## src/rtl/alu_pkg.sv

```systemverilog
// ----------------------------------------------------------------------------
// alu_pkg
// Shared definitions for the ALU result stages.
//   ALU_WIDTH       : default datapath width of the ALU units
//   FLAG_Z..FLAG_V  : bit positions of the status flags inside alu_flags_t
//   alu_flags_t     : packed status flag vector {V,C,N,Z}, bit 0 is Z
// ----------------------------------------------------------------------------
package alu_pkg;

   localparam int ALU_WIDTH = 32;

   localparam int FLAG_Z = 0;
   localparam int FLAG_N = 1;
   localparam int FLAG_C = 2;
   localparam int FLAG_V = 3;
   localparam int FLAG_W = 4;

   typedef logic [FLAG_W-1:0] alu_flags_t;

endpackage

```

## src/rtl/add_flag_calc.sv

```systemverilog
// ----------------------------------------------------------------------------
// add_flag_calc
// Purely combinational status flag derivation for an addition result.
// Ports:
//   op_a, op_b : operands that were driven into the adder
//   sum        : adder output for op_a + op_b
//   flags      : {V,C,N,Z} derived from the three values above
// ----------------------------------------------------------------------------
module add_flag_calc
   import alu_pkg::*;
#(
   parameter int WIDTH = ALU_WIDTH
) (
   input  logic [WIDTH-1:0] op_a,
   input  logic [WIDTH-1:0] op_b,
   input  logic [WIDTH-1:0] sum,
   output alu_flags_t       flags
);

   // Carry is recovered from the truncated sum: an unsigned wrap-around
   // always leaves the sum smaller than the first operand, so no extra
   // adder bit is needed. Overflow is the classic sign rule: both operands
   // share a sign and the sum's sign differs from it.
   always_comb begin
      flags         = '0;
      flags[FLAG_Z] = (sum == '0);
      flags[FLAG_N] = sum[WIDTH-1];
      flags[FLAG_C] = (sum < op_a);
      flags[FLAG_V] = (op_a[WIDTH-1] == op_b[WIDTH-1]) &&
                      (sum[WIDTH-1] != op_a[WIDTH-1]);
   end

endmodule

```

## src/rtl/add_result_stage.sv

```systemverilog
// ----------------------------------------------------------------------------
// add_result_stage
// Downstream stage of the 32-bit ADD unit. Derives Z/N/C/V for each sum,
// buffers {sum, flags} in a small in-order FIFO towards writeback, and keeps
// a sticky overflow flag plus a count of accepted operations.
// Ports:
//   clk, rst              : clock, asynchronous active-high reset
//   in_valid, in_ready    : upstream handshake for the op_a/op_b/sum triple
//   op_a, op_b, sum       : adder operands and the adder's result
//   out_valid, out_ready  : downstream handshake for the head entry
//   out_result, out_flags : head entry's sum and {V,C,N,Z} flags
//   sticky_ovf, clr_sticky: sticky overflow status and its synchronous clear
//   op_count              : accepted operations, wraps modulo 2^CNT_W
// ----------------------------------------------------------------------------
module add_result_stage
   import alu_pkg::*;
#(
   parameter int WIDTH = ALU_WIDTH,
   parameter int DEPTH = 2,
   parameter int CNT_W = 16
) (
   input  logic             clk,
   input  logic             rst,
   input  logic             in_valid,
   output logic             in_ready,
   input  logic [WIDTH-1:0] op_a,
   input  logic [WIDTH-1:0] op_b,
   input  logic [WIDTH-1:0] sum,
   output logic             out_valid,
   input  logic             out_ready,
   output logic [WIDTH-1:0] out_result,
   output alu_flags_t       out_flags,
   output logic             sticky_ovf,
   input  logic             clr_sticky,
   output logic [CNT_W-1:0] op_count
);

   localparam int PTR_W  = $clog2(DEPTH);
   localparam int FILL_W = $clog2(DEPTH + 1);
   localparam logic [FILL_W-1:0] FULL_FILL = FILL_W'(DEPTH);

   alu_flags_t       newFlags;
   logic [PTR_W-1:0] wrPtr;
   logic [PTR_W-1:0] rdPtr;
   logic [FILL_W-1:0] fillCount;
   logic             doPush;
   logic             doPop;

   logic [WIDTH-1:0] resultMem [DEPTH];
   alu_flags_t       flagsMem  [DEPTH];

   add_flag_calc #(
      .WIDTH (WIDTH)
   ) flagCalc (
      .op_a  (op_a),
      .op_b  (op_b),
      .sum   (sum),
      .flags (newFlags)
   );

   // Both handshake qualifiers come only from the registered fill level, so
   // in_ready never depends combinationally on out_ready. When full, the pop
   // alone frees a slot and the upstream push lands on the following cycle.
   // The head entry is gated to zero while empty so stale storage never
   // leaks onto the outputs (and they read zero straight out of reset).
   always_comb begin
      in_ready   = (fillCount != FULL_FILL);
      out_valid  = (fillCount != '0);
      doPush     = in_valid && in_ready;
      doPop      = out_valid && out_ready;
      out_result = out_valid ? resultMem[rdPtr] : '0;
      out_flags  = out_valid ? flagsMem[rdPtr]  : '0;
   end

   // Entry storage needs no reset: nothing is visible unless the fill level
   // says the slot holds a live entry.
   always_ff @(posedge clk) begin
      if (doPush) begin
         resultMem[wrPtr] <= sum;
         flagsMem[wrPtr]  <= newFlags;
      end
   end

   // Pointers wrap naturally because DEPTH is a power of two. A simultaneous
   // push and pop leaves the fill level untouched, including one-below-full.
   always_ff @(posedge clk or posedge rst) begin
      if (rst) begin
         wrPtr     <= '0;
         rdPtr     <= '0;
         fillCount <= '0;
      end else begin
         if (doPush) begin
            wrPtr <= wrPtr + PTR_W'(1);
         end
         if (doPop) begin
            rdPtr <= rdPtr + PTR_W'(1);
         end
         if (doPush && !doPop) begin
            fillCount <= fillCount + FILL_W'(1);
         end else if (doPop && !doPush) begin
            fillCount <= fillCount - FILL_W'(1);
         end
      end
   end

   // Status register side: an accepted overflowing add sets the sticky bit
   // even when software clears it in the same cycle, so no overflow is lost.
   // The operation counter simply wraps.
   always_ff @(posedge clk or posedge rst) begin
      if (rst) begin
         sticky_ovf <= 1'b0;
         op_count   <= '0;
      end else begin
         sticky_ovf <= (sticky_ovf && !clr_sticky) || (doPush && newFlags[FLAG_V]);
         if (doPush) begin
            op_count <= op_count + CNT_W'(1);
         end
      end
   end

endmodule

```

## config.mk

```make
export PLATFORM = sky130hd
export DESIGN_NAME = add_result_stage
export DESIGN_NICKNAME = d
export VERILOG_FILES = /design/src/rtl/alu_pkg.sv /design/src/rtl/add_flag_calc.sv /design/src/rtl/add_result_stage.sv
export SDC_FILE = /design/constraint.sdc
export NUM_CORES = 1
export LEC_CHECK = 0
export ABC_CLOCK_PERIOD_IN_PS = 3300
export BUFFER_PORTS_ARGS = -buffer_cell sky130_fd_sc_hd__buf_4
export CORE_MARGIN = 2
export CORE_UTILIZATION = 45
export DETAILED_ROUTE_END_ITERATION = 10
export GPL_TIMING_DRIVEN = 0
export MAX_ROUTING_LAYER = met4
export PLACE_DENSITY = 0.76
export SLEW_MARGIN = 20
export SYNTH_ARGS = -nofsm -noshare
export SYNTH_HDL_FRONTEND = slang
export SYNTH_HIERARCHICAL = 1
export SYNTH_SLANG_ARGS = --single-unit
```

## constraint.sdc

```tcl
create_clock -name clk -period 3.3 [get_ports clk]
set_clock_uncertainty 0.15 [all_clocks]
set_input_delay 0.165 -clock clk [delete_from_list [all_inputs] [get_ports clk]]
set_output_delay 0.165 -clock clk [all_outputs]
set_load 0.01 [all_outputs]
```

# ---- Word level (Yosys, flattened, before mapping)
# Memory sizes are Yosys's and may differ from the RTL's.
# Index checks and enable logic that the tools add are counted.
dict set report word_totals {
  ramBits 72
  in_bits 101
  regBits 21
  n_memories 2
}
dict set report classes {
  n_lt_le_gt_ge 1
  mux 6
  addsub 5
  reduce_logical 14
  n_eq_ne 3
}
# memory depth width read_ports rd_clocked_by_memory_dff wr line_no
set memory_table {}
lappend memory_table {resultMem 2 32 1 0 1 add_result_stage.sv:49} ;# logic [WIDTH-1:0] resultMem [DEPTH];
lappend memory_table {flagsMem 2 4 1 0 1 add_result_stage.sv:50} ;# alu_flags_t flagsMem [DEPTH];
# op n
set op_table {}
lappend op_table {{logical NOT 32 bit} 1}
lappend op_table {{less-than comparator 32 bit} 1}
lappend op_table {{2-to-1 mux 32 bit} 1}
lappend op_table {{adder 16 x 1 -> 16 bit, second input constant} 1}
lappend op_table {{logical AND 1 bit} 7}
lappend op_table {{2-to-1 mux 2 bit} 2}
lappend op_table {{2-to-1 mux 4 bit} 1}
lappend op_table {{nonzero test 2 bit} 2}
lappend op_table {{logical NOT 1 bit} 3}
lappend op_table {{adder 1 bit, second input constant} 2}
lappend op_table {{adder 2 x 1 -> 2 bit, second input constant} 1}
lappend op_table {{2-to-1 mux 1 bit} 2}
lappend op_table {{!= test 2 bit, second input constant} 1}
lappend op_table {{subtractor 2 x 1 -> 2 bit, second input constant} 1}
lappend op_table {{equality test 1 bit} 1}
lappend op_table {{logical OR 1 bit} 1}
lappend op_table {{!= test 1 bit} 1}

# ---- Longest topological paths before layout
# Gate-level depths: netlist of the first run.
dict set report logic_depth {
  word_depth 6
  mapped_depth 7
}

# ---- Modules after synthesis
# The synthesis of the first run kept the hierarchy.
# mod cells_per_inst instances seq_area_each_um2 area_each_um2
set by_module_without_submodules {}
lappend by_module_without_submodules {add_result_stage 237 1 2687.6 3698.5}
lappend by_module_without_submodules {add_flag_calc 123 1 0.0 885.8}

# ---- Worst setup path after synthesis of the first run
# OpenSTA, ideal clock, no wires.
dict set report synth_path {
  kind {register to register}
  startpoint {register fillCount[0]}
  endpoint {memory flagsMem[0][0] (netlist bit) (enable)}
  setup_ns 0.429
  required_time_ns 2.721
  path_stages_with_launch 4
  n_path_buf 0
  path_slack_ns 0.425
  arrival_ns 2.295
  cell_sequence {dfrtp_1 -> nand2b_4 -> nand2_1 -> nor2_1}
}
dict set report synth_between {
  elab_chain_len 4
}
# element line_no
set synth_lines {}
lappend synth_lines {{start, declared} add_result_stage.sv:45} ;# logic [FILL_W-1:0] fillCount;
lappend synth_lines {{start signal, assigned} add_result_stage.sv:99} ;# fillCount <= fillCount + FILL_W'(1);
lappend synth_lines {{start signal, assigned} add_result_stage.sv:101} ;# fillCount <= fillCount - FILL_W'(1);
lappend synth_lines {{!= test 2 bit} add_result_stage.sv:67} ;# in_ready = (fillCount != FULL_FILL);
lappend synth_lines {{via in_ready} add_result_stage.sv:25} ;# output logic in_ready,
lappend synth_lines {{logical AND 1 bit} add_result_stage.sv:69} ;# doPush = in_valid && in_ready;
lappend synth_lines {{2-to-1 mux 1 bit} add_result_stage.sv:78} ;# if (doPush) begin
lappend synth_lines {{2-to-1 mux 1 bit (not written as such)} add_result_stage.sv:80} ;# flagsMem[wrPtr] <= newFlags;
lappend synth_lines {{end, declared} add_result_stage.sv:50}
# The timed path passes the listed nets, and every way through them passes these cells.

# ---- Worst setup path in the final report of the first run
dict set report layout_path {
  startpoint {register fillCount[1]}
  endpoint {output port out_result[17]}
}
dict set report layout_between {
  elab_chain_len 2
}
# element line_no
set layout_lines {}
lappend layout_lines {{nonzero test 2 bit} add_result_stage.sv:68} ;# out_valid = (fillCount != '0);
lappend layout_lines {{2-to-1 mux 32 bit} add_result_stage.sv:71} ;# out_result = out_valid ? resultMem[rdPtr] : '0;
lappend layout_lines {{end, declared} add_result_stage.sv:31} ;# output logic [WIDTH-1:0] out_result,
# No other way between the ends.

==> results of run 1 <==
==> stage by stage <==
| step | std cells | power, mW | cell area (um^2) |
|---|---|---|---|
| 3_3_place_gp | 617 | 3.41 | 5680 |
| 6_report | 671 | 4.27 | 6310 |
| 5_1_grt | 671 | 4.51 | 6310 |
| 4_1_cts | 671 | 4.31 | 6310 |
| 3_5_place_dp | 619 | 3.49 | 5740 |
| 2_1_floorplan | 360 | 2.64 | 4580 |
==> state kept, by name, indices dropped and copies added, names as in the netlist <==
name / flops
fillCount: 2
flagsMem: 8
op_count: 16
rdPtr: 1
resultMem: 64
sticky_ovf: 1
wrPtr: 1
==> layout by cell type (no fill, tap or decap), types with 3 or more instances in the layout <==
| cell type | count |
|---|---|
| sky130_fd_sc_hd__buf_4 | 125 |
| sky130_fd_sc_hd__edfxtp_1 | 72 |
| sky130_fd_sc_hd__nor2_1 | 45 |
| sky130_fd_sc_hd__inv_1 | 36 |
| sky130_fd_sc_hd__mux2i_1 | 36 |
| sky130_fd_sc_hd__dlygate4sd3_1 | 36 |
| sky130_fd_sc_hd__ha_1 | 33 |
| sky130_fd_sc_hd__dfrtp_1 | 21 |
| sky130_fd_sc_hd__nand2_1 | 18 |
| sky130_fd_sc_hd__xnor2_1 | 11 |
| sky130_fd_sc_hd__a21oi_1 | 11 |
| sky130_fd_sc_hd__xor2_1 | 10 |
| sky130_fd_sc_hd__clkbuf_8 | 10 |
| sky130_fd_sc_hd__nor4_1 | 8 |
| sky130_fd_sc_hd__nand4_1 | 7 |
| sky130_fd_sc_hd__nand3_1 | 6 |
| sky130_fd_sc_hd__o21ai_0 | 5 |
| sky130_fd_sc_hd__and4_1 | 4 |
| sky130_fd_sc_hd__clkbuf_1 | 4 |
| sky130_fd_sc_hd__buf_2 | 4 |
| sky130_fd_sc_hd__nor3_1 | 3 |
| sky130_fd_sc_hd__and3_1 | 3 |
==> timing repair <==
item	4_1_cts	5_1_grt
hold endpoints to repair	90	0
hold buffers	36	0
endpoints found under the setup margin	0	0
==> tightest hold or removal path, delay by kind of cell <==
| kind | cells | cell delay, ns |
|---|---|---|
| xor gates and xnor gates | 1 | 0.05 |
| buffers and inverters | 1 | 0.09 |
| and+or+nand+nor | 1 | 0.18 |
==> logic make-up (layout without fill, tap and decap cells) <==
kind of cell | after synthesis | count (layout) | synth area share [%]
buffers and inverters | 45 | 223 | 3.88
flip-flops | 93 | 93 | 58.6
AO/OA/AOI/OAI | 25 | 25 | 3.74
AND/OR/NAND/NOR | 107 | 107 | 12.9
XOR/XNOR | 21 | 21 | 4.01
adder cells (fa/ha/maj) | 33 | 33 | 9.01
multiplexers | 36 | 36 | 7.86
==> worst paths after layout <==
check | startpoint | to | slack (ns) | cells after the start
worst max-delay path | fillCount[1]$_DFFE_PP0P_ | out_result[17] | 0.84 | 4
min in group asynchronous | rst | op_count[15]$_DFFE_PP0P_ | 0.36 | 3
worst min-delay path | op_b[31] | flagsMem[0][3]$_DFFE_PP_ | 0.14 | 3
worst max register to register | fillCount[0]$_DFFE_PP0P_ | resultMem[0][15]$_DFFE_PP_ | 1.21 | 4
worst min register to register | op_count[15]$_DFFE_PP0P_ | op_count[15]$_DFFE_PP0P_ | 0.33 | 1
max in group asynchronous | rst | rdPtr$_DFFE_PP0P_ | 2.15 | 3
==> power breakdown <==
part | switching, mW | internal, mW | leakage, nW
logic | 0.951 | 0.845 | 1.83
registers | 0.118 | 1.57 | 0.933
clock network | 0.396 | 0.391 | 0.111
total | 1.47 | 2.80 | 2.87
==> routing by layer <==
metal,part of all wire (%),up-vias
li1,-,1639
met1,41,1596
met2,51,114
met3,5.9,13
met4,1.7,0
met5,0,-
==> final cells by class <==
| class | count | area [um^2] | area share [%] |
|---|---|---|---|
| timing repair buffer | 162 | 1340 | 21.2 |
| inverter | 37 | 139 | 2.20 |
| tap | 133 | 166 | 2.64 |
| buffer | 8 | 38.8 | 0.615 |
| multi-input combinational | 222 | 1730 | 27.4 |
| clock inverter | 3 | 21.3 | 0.337 |
| clock buffer | 13 | 191 | 3.03 |
| sequential | 93 | 2690 | 42.6 |
==> summary.md, run 1 <==
| Metric | Value |
|---|---|
| Avg WL per Cell | 15.7 um |
| Total number of placement rows | 36 |
| Synth cell count leaders | 72 x sky130_fd_sc_hd__edfxtp_1, 46 x sky130_fd_sc_hd__nor2_1, 36 x sky130_fd_sc_hd__inv_1, 36 x sky130_fd_sc_hd__mux2i_1, 33 x sky130_fd_sc_hd__ha_1 |
| Yosys warnings | 6 |
| Post-CTS Setup Bufs | 0 |
| Pre-CTS setup slack | 1.17 ns |
| Hold Slack | 0.142 ns |
| Finished Core Util | 64.3% |
| Final Hold Viols | 0 |
| Height of the die | 105 um |
| Post-synthesis average cell area | 12.7 um^2 |
| Dpl hpwl | 7670 um |
| Setup CP Type | reg -> out |
| Maximum number of pins on one net before global-route repair | 25 |
| Register bit count reported by yosys | 93 |
| Master of the slowest instance on the critical path | sky130_fd_sc_hd__nor2_1 |
| Deepest clock path buffer count | 2 |
| Routing usage on met3 | 3.62% |
| Total Die Area | 0.0110 mm^2 |
| Post-synthesis net count | 494 |
| Area growth from synthesis to layout | 37.7% |
| Global Route met1 Usage | 22.5% |
| Cts bufs inserted | 9 |
| Clk root buf | sky130_fd_sc_hd__clkbuf_8 |
| Count of pins over their slew limit | 0 |
| Core region area | 0.00982 mm^2 |
| Share of the synthesized area in the top cell type | 47.2% |
| Number of I/O pins | 156 |
| Cells after Synth | 360 |
| Iteration count of the initial detailed-routing pass | 5 |
| CTS-repair resized insts | 0 |
| Relative slew slack | 48.0% |
| Largest cells by area after synthesis | sky130_fd_sc_hd__edfxtp_1 47%, sky130_fd_sc_hd__dfrtp_1 11%, sky130_fd_sc_hd__ha_1 9.0% |
| Overall via count from detail_route | 3362 |
| Cell-by-cell listing of the critical path | nor2_1 -> clkbuf_1 -> nor2_1 -> buf_4 |
| Top cell family by delay on the critical path | simple AND/OR/NAND/NOR gates |
| CTS H-tree lvls | 3 |
| Cell with the most instances after synthesis | sky130_fd_sc_hd__edfxtp_1 |
| Share of final-layout standard cells stronger than drive strength 1 | 29.6% |
| Result of the run | finished clean |
| Worst setup SP type | register |
| Detailed-route DRC error count | 0 |
| Clock slew at the register clock pins of the worst setup and hold paths | 0.09 ns |
| Library cell occupying the most area in the post-synthesis netlist | sky130_fd_sc_hd__edfxtp_1 |
| Number of buffer and inverter stages on the critical path | 2 |
| Number of DRC violations after detailed-routing iteration 0 | 101 |
| Setup TNS Final | 0 ns |
| Final clock period utilization by the worst path | 74.4% |
| Number of setup violations in the final report | 0 |
| Slew at the pin closest to its max-slew limit | 0.779 ns |
| Final worst setup slack | 0.845 ns |
| IR drop worst, VDD | 0.000275 V |
| Combined area of all synthesized cells | 0.00458 mm^2 |
| Count of flip-flops with a built-in enable after synthesis | 72 |
| Clock Latency Late Sink | 0.35 ns |
| Initial antenna violation count | 0 |
| Highest net fanout along the worst path | 10 |
| Static Leakage | 2.87 nW |
| Port Buffers | 124 |
| GR Overflow Total | 0 |
| Fraction of synthesis flops using an asynchronous set or reset pin | 22.6% |
| Data arrival time of the critical path | 2.14 ns |
| Cell with the most instances on the worst path | sky130_fd_sc_hd__nor2_1 |
| Busiest grt layer | met2 |
| Met2 layer usage reported by global route | 34.9% |
| Global-route usage over all layers | 19.8% |
| Worst path required time | 2.98 ns |
| Total wire length | 10500 um |
| Routability-driven placement congestion ratio | 0.810 |
| Number of filler cells placed in the layout | 776 |
| Hold Path Class | in -> reg |
| Via count of the first global-routing pass | 3517 |
| Category of the worst setup path capture point | output pin |
| Setup repair after global routing missed its margin | no |
| Maximum achievable frequency | 407 MHz |
| Horizontal die dimension | 105 um |
| Fin crit period | 2.46 ns |
| Maximum capacitance violations | 0 |
| Wire length of the first global-routing pass | 16400 um |
| Sequential area share after synthesis | 58.6% |
| Count of different cell masters after synthesis | 35 |
| Vias per Instance | 5.01 |
| Initial core utilization | 46.7% |
| Clock tree from TritonCTS | done |
| Number of sinks on the clock net | 93 |
| Final antenna-violating net count | 0 |
| Critical Path Max Stage Delay | 0.57 ns |
| Total power density per cell area | 676 mW/mm^2 |
| Top flip-flop cell by instance count after synthesis | sky130_fd_sc_hd__edfxtp_1 |
| Net count of the finished layout | 667 |
| N_diodes | 0 |
Note: power is estimated with default switching activity, not from simulation.
==> inputs of run 2 (changes only) <==
- ABC_AREA: default -> 1
- ABC_CLOCK_PERIOD_IN_PS: 3300 -> 2300
- PLACE_DENSITY: 0.76 -> 0.75
- clock period: 3.3 -> 2.3 ns (I/O delays scaled with it)
==> run 2 against run 1 <==
Compared with the run above:
- register-to-register slack got worse by 0.85 ns
- cell count increased by 17%
- routed wire length rose by 5.2%
- die area up 3.4%
- clock power up 42%
- highest routed layer unchanged
==> summary.md, run 2 <==
| Metric | Value |
|---|---|
| Result of the run | finished clean (unchanged) |
| Iteration count of the initial detailed-routing pass | 4 (was 5) |
| Count of flip-flops with a built-in enable after synthesis | 72 (unchanged) |
| Slew at the pin closest to its max-slew limit | 0.795 ns (was 0.779 ns) |
| Post-synthesis net count | 608 (was 494) |
| Worst path required time | 2.04 ns (was 2.98 ns) |
| Category of the worst setup path capture point | output pin (unchanged) |
| Library cell occupying the most area in the post-synthesis netlist | sky130_fd_sc_hd__edfxtp_1 (unchanged) |
| Largest registers | resultMem: 64 flops, op_count: 16 flops, flagsMem: 8 flops (unchanged) |
| Total number of placement rows | 37 (was 36) |
| Height of the die | 107 um (was 105 um) |
| Maximum achievable frequency | 484 MHz |
| Cell Count Post-Placement | 736 (was 619) |
| Routability-driven placement congestion ratio | 0.820 (was 0.810) |
| Hold Path Class | in -> reg (unchanged) |
| Detailed-route DRC error count | 0 (unchanged) |
| Master of the slowest instance on the critical path | sky130_fd_sc_hd__dfrtp_1 (was sky130_fd_sc_hd__nor2_1) |
| Wire length of the first global-routing pass | 18000 um (was 16400 um) |
| Count of different cell masters after synthesis | 33 (was 35) |
| Critical Path Max Stage Delay | 0.45 ns (was 0.57 ns) |
| GR Overflow Total | 0 (unchanged) |
| Port Buffers | 124 (unchanged) |
| Number of filler cells placed in the layout | 816 (was 776) |
| Final antenna-violating net count | 0 (unchanged) |
| Fin crit period | 2.06 ns |
| Combined area of all synthesized cells | 0.00474 mm^2 (was 0.00458 mm^2) |
| Critical path origin | fillCount[1]$_DFFE_PP0P_ (unchanged) |
| Sequential area share after synthesis | 56.6% (was 58.6%) |
| Final clock period utilization by the worst path | 89.8% |
| Cell-by-cell listing of the critical path | nor2_2 -> buf_2 -> a21oi_1 -> buf_4 (was nor2_1 -> clkbuf_1 -> nor2_1 -> buf_4) |
| Relative slew slack | 46.9% (was 48.0%) |
| Number of setup violations in the final report | 0 (unchanged) |
| Number of buffer and inverter stages on the critical path | 2 (unchanged) |
| Vias per Instance | 4.95 (was 5.01) |
| Multiplexer fraction of the synthesized cell area | 0% (was 7.86%) |
| Leading cell types in the layout, fill and taps excluded | 139 x sky130_fd_sc_hd__nand2_1, 126 x sky130_fd_sc_hd__buf_4, 72 x sky130_fd_sc_hd__edfxtp_1, 57 x sky130_fd_sc_hd__inv_1, 49 x sky130_fd_sc_hd__a21oi_1 (was 125 x sky130_fd_sc_hd__buf_4, 72 x sky130_fd_sc_hd__edfxtp_1, 45 x sky130_fd_sc_hd__nor2_1) |
| Combinational family with the most area after synthesis | simple AND/OR/NAND/NOR gates (unchanged) |
| IR drop worst, VDD | 0.000420 V (was 0.000275 V) |
| Cts bufs inserted | 9 (unchanged) |
| Area share of xor/xnor cells in the synthesized design | 2.03% (was 4.01%) |
| Post-CTS Setup Bufs | 0 (unchanged) |
| Clock tree from TritonCTS | done (unchanged) |
| Net count of the finished layout | 780 (was 667) |
| Depth of the critical timing path with buffers and inverters included | 4 (unchanged) |
| Static Leakage | 3.03 nW (was 2.87 nW) |
| Horizontal die dimension | 107 um (was 105 um) |
| Total Die Area | 0.0114 mm^2 (was 0.0110 mm^2) |
| Adder-Cell Fraction of Synth Area | 8.70% (was 9.01%) |
| Placed standard-cell area | 0.00592 mm^2 (was 0.00574 mm^2) |
| Synth cell count leaders | 139 x sky130_fd_sc_hd__nand2_1, 72 x sky130_fd_sc_hd__edfxtp_1, 57 x sky130_fd_sc_hd__inv_1 (was 72 x sky130_fd_sc_hd__edfxtp_1, 46 x sky130_fd_sc_hd__nor2_1, 36 x sky130_fd_sc_hd__inv_1, 36 x sky130_fd_sc_hd__mux2i_1, 33 x sky130_fd_sc_hd__ha_1) |
| Total wire length | 11100 um (was 10500 um) |
| Via count of the first global-routing pass | 3847 (was 3517) |
| Count of pins over their slew limit | 0 (unchanged) |
| Compound-Gate Fraction of Synth Area | 6.72% (was 3.74%) |
| Register bit count reported by yosys | 93 (unchanged) |
| Top flip-flop cell by instance count after synthesis | sky130_fd_sc_hd__edfxtp_1 (unchanged) |
| Core region area | 0.0103 mm^2 (was 0.00982 mm^2) |
| Setup CP Type | reg -> out (unchanged) |
| Max FFs per register | 64 (unchanged) |
| Tot Pwr | 6.24 mW (was 4.27 mW) |
| Pre-CTS setup slack | 0.329 ns (was 1.17 ns) |
| Highest net fanout along the worst path | 10 (unchanged) |
| Setup slack, reg-to-reg | 0.36 ns (was 1.21 ns) |
| Maximum capacitance violations | 0 (unchanged) |
| Initial antenna violation count | 0 (unchanged) |
| Fraction of synthesis flops using an asynchronous set or reset pin | 22.6% (unchanged) |
| Clk root buf | sky130_fd_sc_hd__clkbuf_8 (unchanged) |
| Yosys warnings | 6 (unchanged) |
| N_diodes | 0 (unchanged) |
| Depth of the worst register-to-register path | 7 (was 4) |
| Worst setup path endpoint | out_result[17] (unchanged) |
| Initial core utilization | 46.2% (was 46.7%) |
| Maximum number of pins on one net before global-route repair | 22 (was 25) |
| Worst setup SP type | register (unchanged) |
| Global-route usage over all layers | 20.9% (was 19.8%) |
| Final Hold Viols | 0 (unchanged) |
| Cell with the most instances after synthesis | sky130_fd_sc_hd__nand2_1 (was sky130_fd_sc_hd__edfxtp_1) |
| Layout Cells excl Fill | 787 (was 671) |
| Number of DRC violations after detailed-routing iteration 0 | 145 (was 101) |
| Post-synthesis average cell area | 10.0 um^2 (was 12.7 um^2) |
| Setup repair after global routing missed its margin | no (unchanged) |
| Area growth from synthesis to layout | 36.4% (was 37.7%) |
| Number of sinks on the clock net | 93 (unchanged) |
| Top cell family by delay on the critical path | buffers and inverters (was simple AND/OR/NAND/NOR gates) |
| Cells after Synth | 474 (was 360) |
| Largest cells by area after synthesis | sky130_fd_sc_hd__edfxtp_1 46%, sky130_fd_sc_hd__dfrtp_1 11%, sky130_fd_sc_hd__nand2_1 11% (was sky130_fd_sc_hd__edfxtp_1 47%, sky130_fd_sc_hd__dfrtp_1 11%, sky130_fd_sc_hd__ha_1 9.0%) |
| Avg WL per Cell | 14.1 um (was 15.7 um) |
| Data arrival time of the critical path | 1.80 ns (was 2.14 ns) |
| Clock Latency Late Sink | 0.36 ns (was 0.35 ns) |
| CTS H-tree lvls | 3 (unchanged) |
| Share of the synthesized area in the top cell type | 45.6% (was 47.2%) |
| Dpl hpwl | 8160 um (was 7670 um) |
| Deepest clock path buffer count | 2 (unchanged) |
| Launch point of the worst reg-to-reg path | fillCount[1]$_DFFE_PP0P_ (was fillCount[0]$_DFFE_PP0P_) |
| Hold Slack | 0.0168 ns (was 0.142 ns) |
| Number of I/O pins | 156 (unchanged) |
| HP Start | in_valid (was op_b[31]) |
| Commonest non-fill, non-tap cell in the layout | sky130_fd_sc_hd__nand2_1 (was sky130_fd_sc_hd__buf_4) |
| Non-Filler Cell Area, Final | 0.00647 mm^2 (was 0.00631 mm^2) |
| Share of final-layout standard cells stronger than drive strength 1 | 27.0% (was 29.6%) |
| Register ranked first by flip-flop count | resultMem (unchanged) |
| Reg-to-reg endpoint | fillCount[1]$_DFFE_PP0P_ (was resultMem[0][15]$_DFFE_PP_) |
| Clock slew at the register clock pins of the worst setup and hold paths | 0.09 ns (about the same) |
| Overall via count from detail_route | 3892 (was 3362) |
| Total power density per cell area | 964 mW/mm^2 (was 676 mW/mm^2) |
| Final worst setup slack | 0.236 ns (was 0.845 ns) |
| Simple-gate share of the synthesized area | 19.6% (was 12.9%) |
run 2: changes by cell type in the layout (fill, tap and decap cells not counted), sizes merged, moves of 21 or more:
cell,previous run,this run
nand2,18,144
inv,40,65
mux2i,36,0
a21oi,11,52
nor2,46,25
run 2: metrics by stage:
stage               TNS [ns]  util, %
floorplan                  0        -
global placement      -31.03     56.9
detailed placement         0     57.6
CTS                        0     63.0
global route               0     63.0
finish                     0     63.0
run 2: per-layer routing:
metal  share of wire [%]  vias to the layer above  routed length (um)  GRT usage [%]
li1                    -                     1925                   -              -
met1                  43                     1817                4710           25.5
met2                  50                      129                5480           34.4
met3                 5.6                       21                 620           3.16
met4                 2.3                        0                 257           9.65
met5                   0                        -                   0              -
run 2: worst min path at each step:
stage                     cells past startpoint                        to
final                                         4   op_count[8]$_DFFE_PP0P_
after global routing                          4   op_count[1]$_DFFE_PP0P_
after CTS                                     4   op_count[8]$_DFFE_PP0P_
after detailed placement                      2      sticky_ovf$_DFF_PP0_
after global placement                        2      sticky_ovf$_DFF_PP0_
after floorplan                               1  fillCount[0]$_DFFE_PP0P_
run 2: where the power goes:
part,internal [mW],switching (mW)
registers,2.24,0.163
logic,1.17,1.55
clock network,0.516,0.600
run 2: cell families after synthesis:
family,Yosys count
buffers and inverters,74
XOR/XNOR,11
AO/OA/AOI/OAI,61
adder cells (fa/ha/maj),33
flip-flops,93
AND/OR/NAND/NOR,202
run 2: worst register-to-register path, cell delays in order (launching register included):
cell	delay, ns
sky130_fd_sc_hd__dfrtp_1	0.45
sky130_fd_sc_hd__nor2_2	0.41
sky130_fd_sc_hd__inv_2	0.07
sky130_fd_sc_hd__nand2_1	0.12
sky130_fd_sc_hd__ha_1	0.26
sky130_fd_sc_hd__a21oi_1	0.12
sky130_fd_sc_hd__o21ai_0	0.11
sky130_fd_sc_hd__xnor2_1	0.14
run 2: layout make-up:
cell class / instances / area [um^2] / area share, %
Sequential cell: 93 / 2690 / 41.5
Timing Repair Buffer: 161 / 1340 / 20.7
Buffer: 11 / 57.6 / 0.890
Clock inverter: 7 / 80.1 / 1.24
Tap cell: 136 / 170 / 2.63
Multi-Input combinational cell: 307 / 1770 / 27.4
Inverter: 63 / 243 / 3.75
Clock buffer: 9 / 124 / 1.91
run 2: what timing repair did:
action / 4_1_cts / 5_1_grt
hold buffers: 35 / 0
gates resized for setup: 0 / 0
endpoints found under the setup margin: 0 / 0
hold endpoints to repair: 89 / 0
==> inputs of run 3 (changes only) <==
- ABC_AREA: 1 -> default
- PLACE_DENSITY: 0.75 -> 0.76
==> run 3 against run 2 <==
Compared with the run above:
- global-route usage down 1.2 points
- design area down 2.8%
- maximum frequency down 6.3%
- critical endpoint is now flagsMem[0][2]$_DFFE_PP_
- highest routed layer unchanged
==> summary.md, run 3 (synthesized netlist as in run 1, its figures left out) <==
| Metric | Value |
|---|---|
| Net load switching power | 2.10 mW (was 2.31 mW) |
| Total power density per cell area | 948 mW/mm^2 (was 964 mW/mm^2) |
| Core region area | 0.00982 mm^2 (was 0.0103 mm^2) |
| Final antenna-violating net count | 0 (unchanged) |
| Vias per Instance | 5.02 (was 4.95) |
| Total wire length | 10400 um (was 11100 um) |
| Highest net fanout along the worst path | 4 (was 10) |
| Reg-to-reg endpoint | resultMem[0][3]$_DFFE_PP_ (was fillCount[1]$_DFFE_PP0P_) |
| Leading cell types in the layout, fill and taps excluded | 125 x sky130_fd_sc_hd__buf_4, 72 x sky130_fd_sc_hd__edfxtp_1, 44 x sky130_fd_sc_hd__nor2_1 (was 139 x sky130_fd_sc_hd__nand2_1, 126 x sky130_fd_sc_hd__buf_4, 72 x sky130_fd_sc_hd__edfxtp_1, 57 x sky130_fd_sc_hd__inv_1, 49 x sky130_fd_sc_hd__a21oi_1) |
| CTS H-tree lvls | 3 (unchanged) |
| N_diodes | 0 (unchanged) |
| Slew at the pin closest to its max-slew limit | 0.808 ns (was 0.795 ns) |
| GR Overflow Total | 0 (unchanged) |
| Setup repair after global routing missed its margin | no (unchanged) |
| Iteration count of the initial detailed-routing pass | 4 (unchanged) |
| Number of sinks on the clock net | 93 (unchanged) |
| Hold Path Class | in -> reg (unchanged) |
| Register ranked first by flip-flop count | resultMem (unchanged) |
| Worst path required time | 2.34 ns (was 2.04 ns) |
| Horizontal die dimension | 105 um (was 107 um) |
| Number of setup violations in the final report | 0 (unchanged) |
| Finished Core Util | 64.1% (was 63.0%) |
| Final Hold Viols | 0 (unchanged) |
| Number of buffer and inverter stages on the critical path | 2 (unchanged) |
| Worst Hold Path EP | flagsMem[1][3]$_DFFE_PP_ (was op_count[8]$_DFFE_PP0P_) |
| Net count of the finished layout | 667 (was 780) |
| Initial core utilization | 46.7% (was 46.2%) |
| HP Start | op_b[31] (was in_valid) |
| Total number of placement rows | 36 (was 37) |
| Result of the run | finished clean (unchanged) |
| Sequential fraction of design power | 40.7% (was 38.5%) |
| Clock Latency Late Sink | 0.35 ns (was 0.36 ns) |
| Share of total power consumed by net switching | 35.2% (was 37.0%) |
| Final worst setup slack | 0.0975 ns (was 0.236 ns) |
| Via count of the first global-routing pass | 3476 (was 3847) |
| Number of I/O pins | 156 (unchanged) |
| IR drop worst, VDD | 0.000408 V (was 0.000420 V) |
| Avg WL per Cell | 15.5 um (was 14.1 um) |
| Max FFs per register | 64 (unchanged) |
| Area growth from synthesis to layout | 37.2% (was 36.4%) |
| Commonest non-fill, non-tap cell in the layout | sky130_fd_sc_hd__buf_4 (was sky130_fd_sc_hd__nand2_1) |
| Clock power frac | 16.1% (was 17.9%) |
| Clock tree from TritonCTS | done (unchanged) |
| Pre-CTS setup slack | 0.168 ns (was 0.329 ns) |
| Final clock period utilization by the worst path | 95.8% (was 89.8%) |
| Maximum number of pins on one net before global-route repair | 23 (was 22) |
| Clock slew at the register clock pins of the worst setup and hold paths | 0.09 ns (about the same) |
| Top cell family by delay on the critical path | buffers and inverters (unchanged) |
| Worst setup SP type | input port (was register) |
| Critical Path Max Stage Delay | 0.53 ns (was 0.45 ns) |
| Clk root buf | sky130_fd_sc_hd__clkbuf_8 (unchanged) |
| Routability-driven placement congestion ratio | 0.815 (was 0.820) |
| Internal Pwr Total | 3.87 mW (was 3.93 mW) |
| Count of pins over their slew limit | 0 (unchanged) |
| Relative slew slack | 46.1% (was 46.9%) |
| Depth of the worst register-to-register path | 4 (was 7) |
| Total Die Area | 0.0110 mm^2 (was 0.0114 mm^2) |
| Wire length of the first global-routing pass | 16400 um (was 18000 um) |
| Maximum capacitance violations | 0 (unchanged) |
| Launch point of the worst reg-to-reg path | fillCount[0]$_DFFE_PP0P_ (was fillCount[1]$_DFFE_PP0P_) |
| Layout Cells excl Fill | 671 (was 787) |
| Height of the die | 105 um (was 107 um) |
| Cts bufs inserted | 9 (unchanged) |
| Portion of total power attributed to combinational logic | 43.2% (was 43.6%) |
| Data arrival time of the critical path | 2.24 ns (was 1.80 ns) |
| Fin crit period | 2.20 ns (was 2.06 ns) |
| Largest registers | resultMem: 64 flops, op_count: 16 flops, flagsMem: 8 flops (unchanged) |
| Number of DRC violations after detailed-routing iteration 0 | 108 (was 145) |
| Setup slack, reg-to-reg | 0.30 ns (was 0.36 ns) |
| Master of the slowest instance on the critical path | sky130_fd_sc_hd__dlygate4sd3_1 (was sky130_fd_sc_hd__dfrtp_1) |
| Hold-critical path depth | 3 (was 4) |
| Detailed-route DRC error count | 0 (unchanged) |
| Cell Count Post-Placement | 619 (was 736) |
| Maximum achievable frequency | 454 MHz (was 484 MHz) |
| Tot Pwr | 5.96 mW (was 6.24 mW) |
| Port Buffers | 124 (unchanged) |
| Post-CTS Setup Bufs | 0 (unchanged) |
| Global-route usage over all layers | 19.7% (was 20.9%) |
| Category of the worst setup path capture point | register (was output pin) |
| Initial antenna violation count | 0 (unchanged) |
| Static Leakage | 2.86 nW (was 3.03 nW) |
| Dpl hpwl | 7470 um (was 8160 um) |
| Deepest clock path buffer count | 2 (unchanged) |
| Overall via count from detail_route | 3366 (was 3892) |
| Cell-by-cell listing of the critical path | dlygate4sd3_1 -> buf_4 -> ha_1 -> a2111oi_4 -> nor4b_2 -> or4_1 -> a21oi_1 (was nor2_2 -> buf_2 -> a21oi_1 -> buf_4) |
| Share of final-layout standard cells stronger than drive strength 1 | 29.9% (was 27.0%) |
| Setup CP Type | in -> reg (was reg -> out) |
[run 3: cell type report]
class	count	area, um^2
repair buffers	162	1350
clock inverters	7	50.0
fillers	740	3530
flip-flops and latches	93	2690
multi-input cells	222	1740
clock buffers	9	124
inverters	37	139
well taps	133	166
plain buffers	8	40.0
[run 3: worst max-delay path by stage]
stage          cells past startpoint                         end  slack [ns]                      from
6_report                           7    flagsMem[0][2]$_DFFE_PP_         0.1                    sum[1]
4_1_cts                            4              out_result[17]        0.03  fillCount[0]$_DFFE_PP0P_
2_1_floorplan                      3    flagsMem[0][0]$_DFFE_PP_        0.02  fillCount[0]$_DFFE_PP0P_
5_1_grt                            8    flagsMem[0][2]$_DFFE_PP_        0.02                   sum[14]
3_5_place_dp                       6    fillCount[1]$_DFFE_PP0P_        0.17  fillCount[1]$_DFFE_PP0P_
3_3_place_gp                       3  resultMem[0][11]$_DFFE_PP_       -0.52  fillCount[0]$_DFFE_PP0P_
[run 3: power groups by stage]
stage	combinational [mW]	sequential, mW	clock, mW
finish	2.58	2.43	0.960
detailed placement	2.55	2.46	0
CTS	2.61	2.43	0.982
global placement	2.43	2.46	0
global route	2.79	2.46	1.05
floorplan	1.34	2.45	0
[run 3: what timing repair did]
action | in CTS | in global routing
pin swaps | 0 | 0
endpoints found under the hold margin | 90 | 0
resized for setup | 1 | 3
hold buffers | 36 | 0
endpoints found under the setup margin | 30 | 12
[run 3: layer usage]
layer	GRT usage, %	routed length, um
met2	33.7	5340
met1	23.0	4400
met5	-	0
met4	7.24	174
met3	3.81	462
[run 3: per-stage QoR]
stage	cell area, um^2	hold slack (ns)	TNS, ns
3_5_place_dp	5750	0.163	0
6_report	6290	0.115	0
3_3_place_gp	5680	0.155	-27.93
2_1_floorplan	4590	-0.0585	0
5_1_grt	6290	0.110	0
4_1_cts	6280	0.0914	0
[run 3: worst reg2reg max path: stages, from the launching register on]
cell	delay (ns)
sky130_fd_sc_hd__dfrtp_1	0.43
sky130_fd_sc_hd__nand2b_4	0.21
sky130_fd_sc_hd__nand2_1	0.20
sky130_fd_sc_hd__nor2_4	0.48
sky130_fd_sc_hd__buf_16	0.24
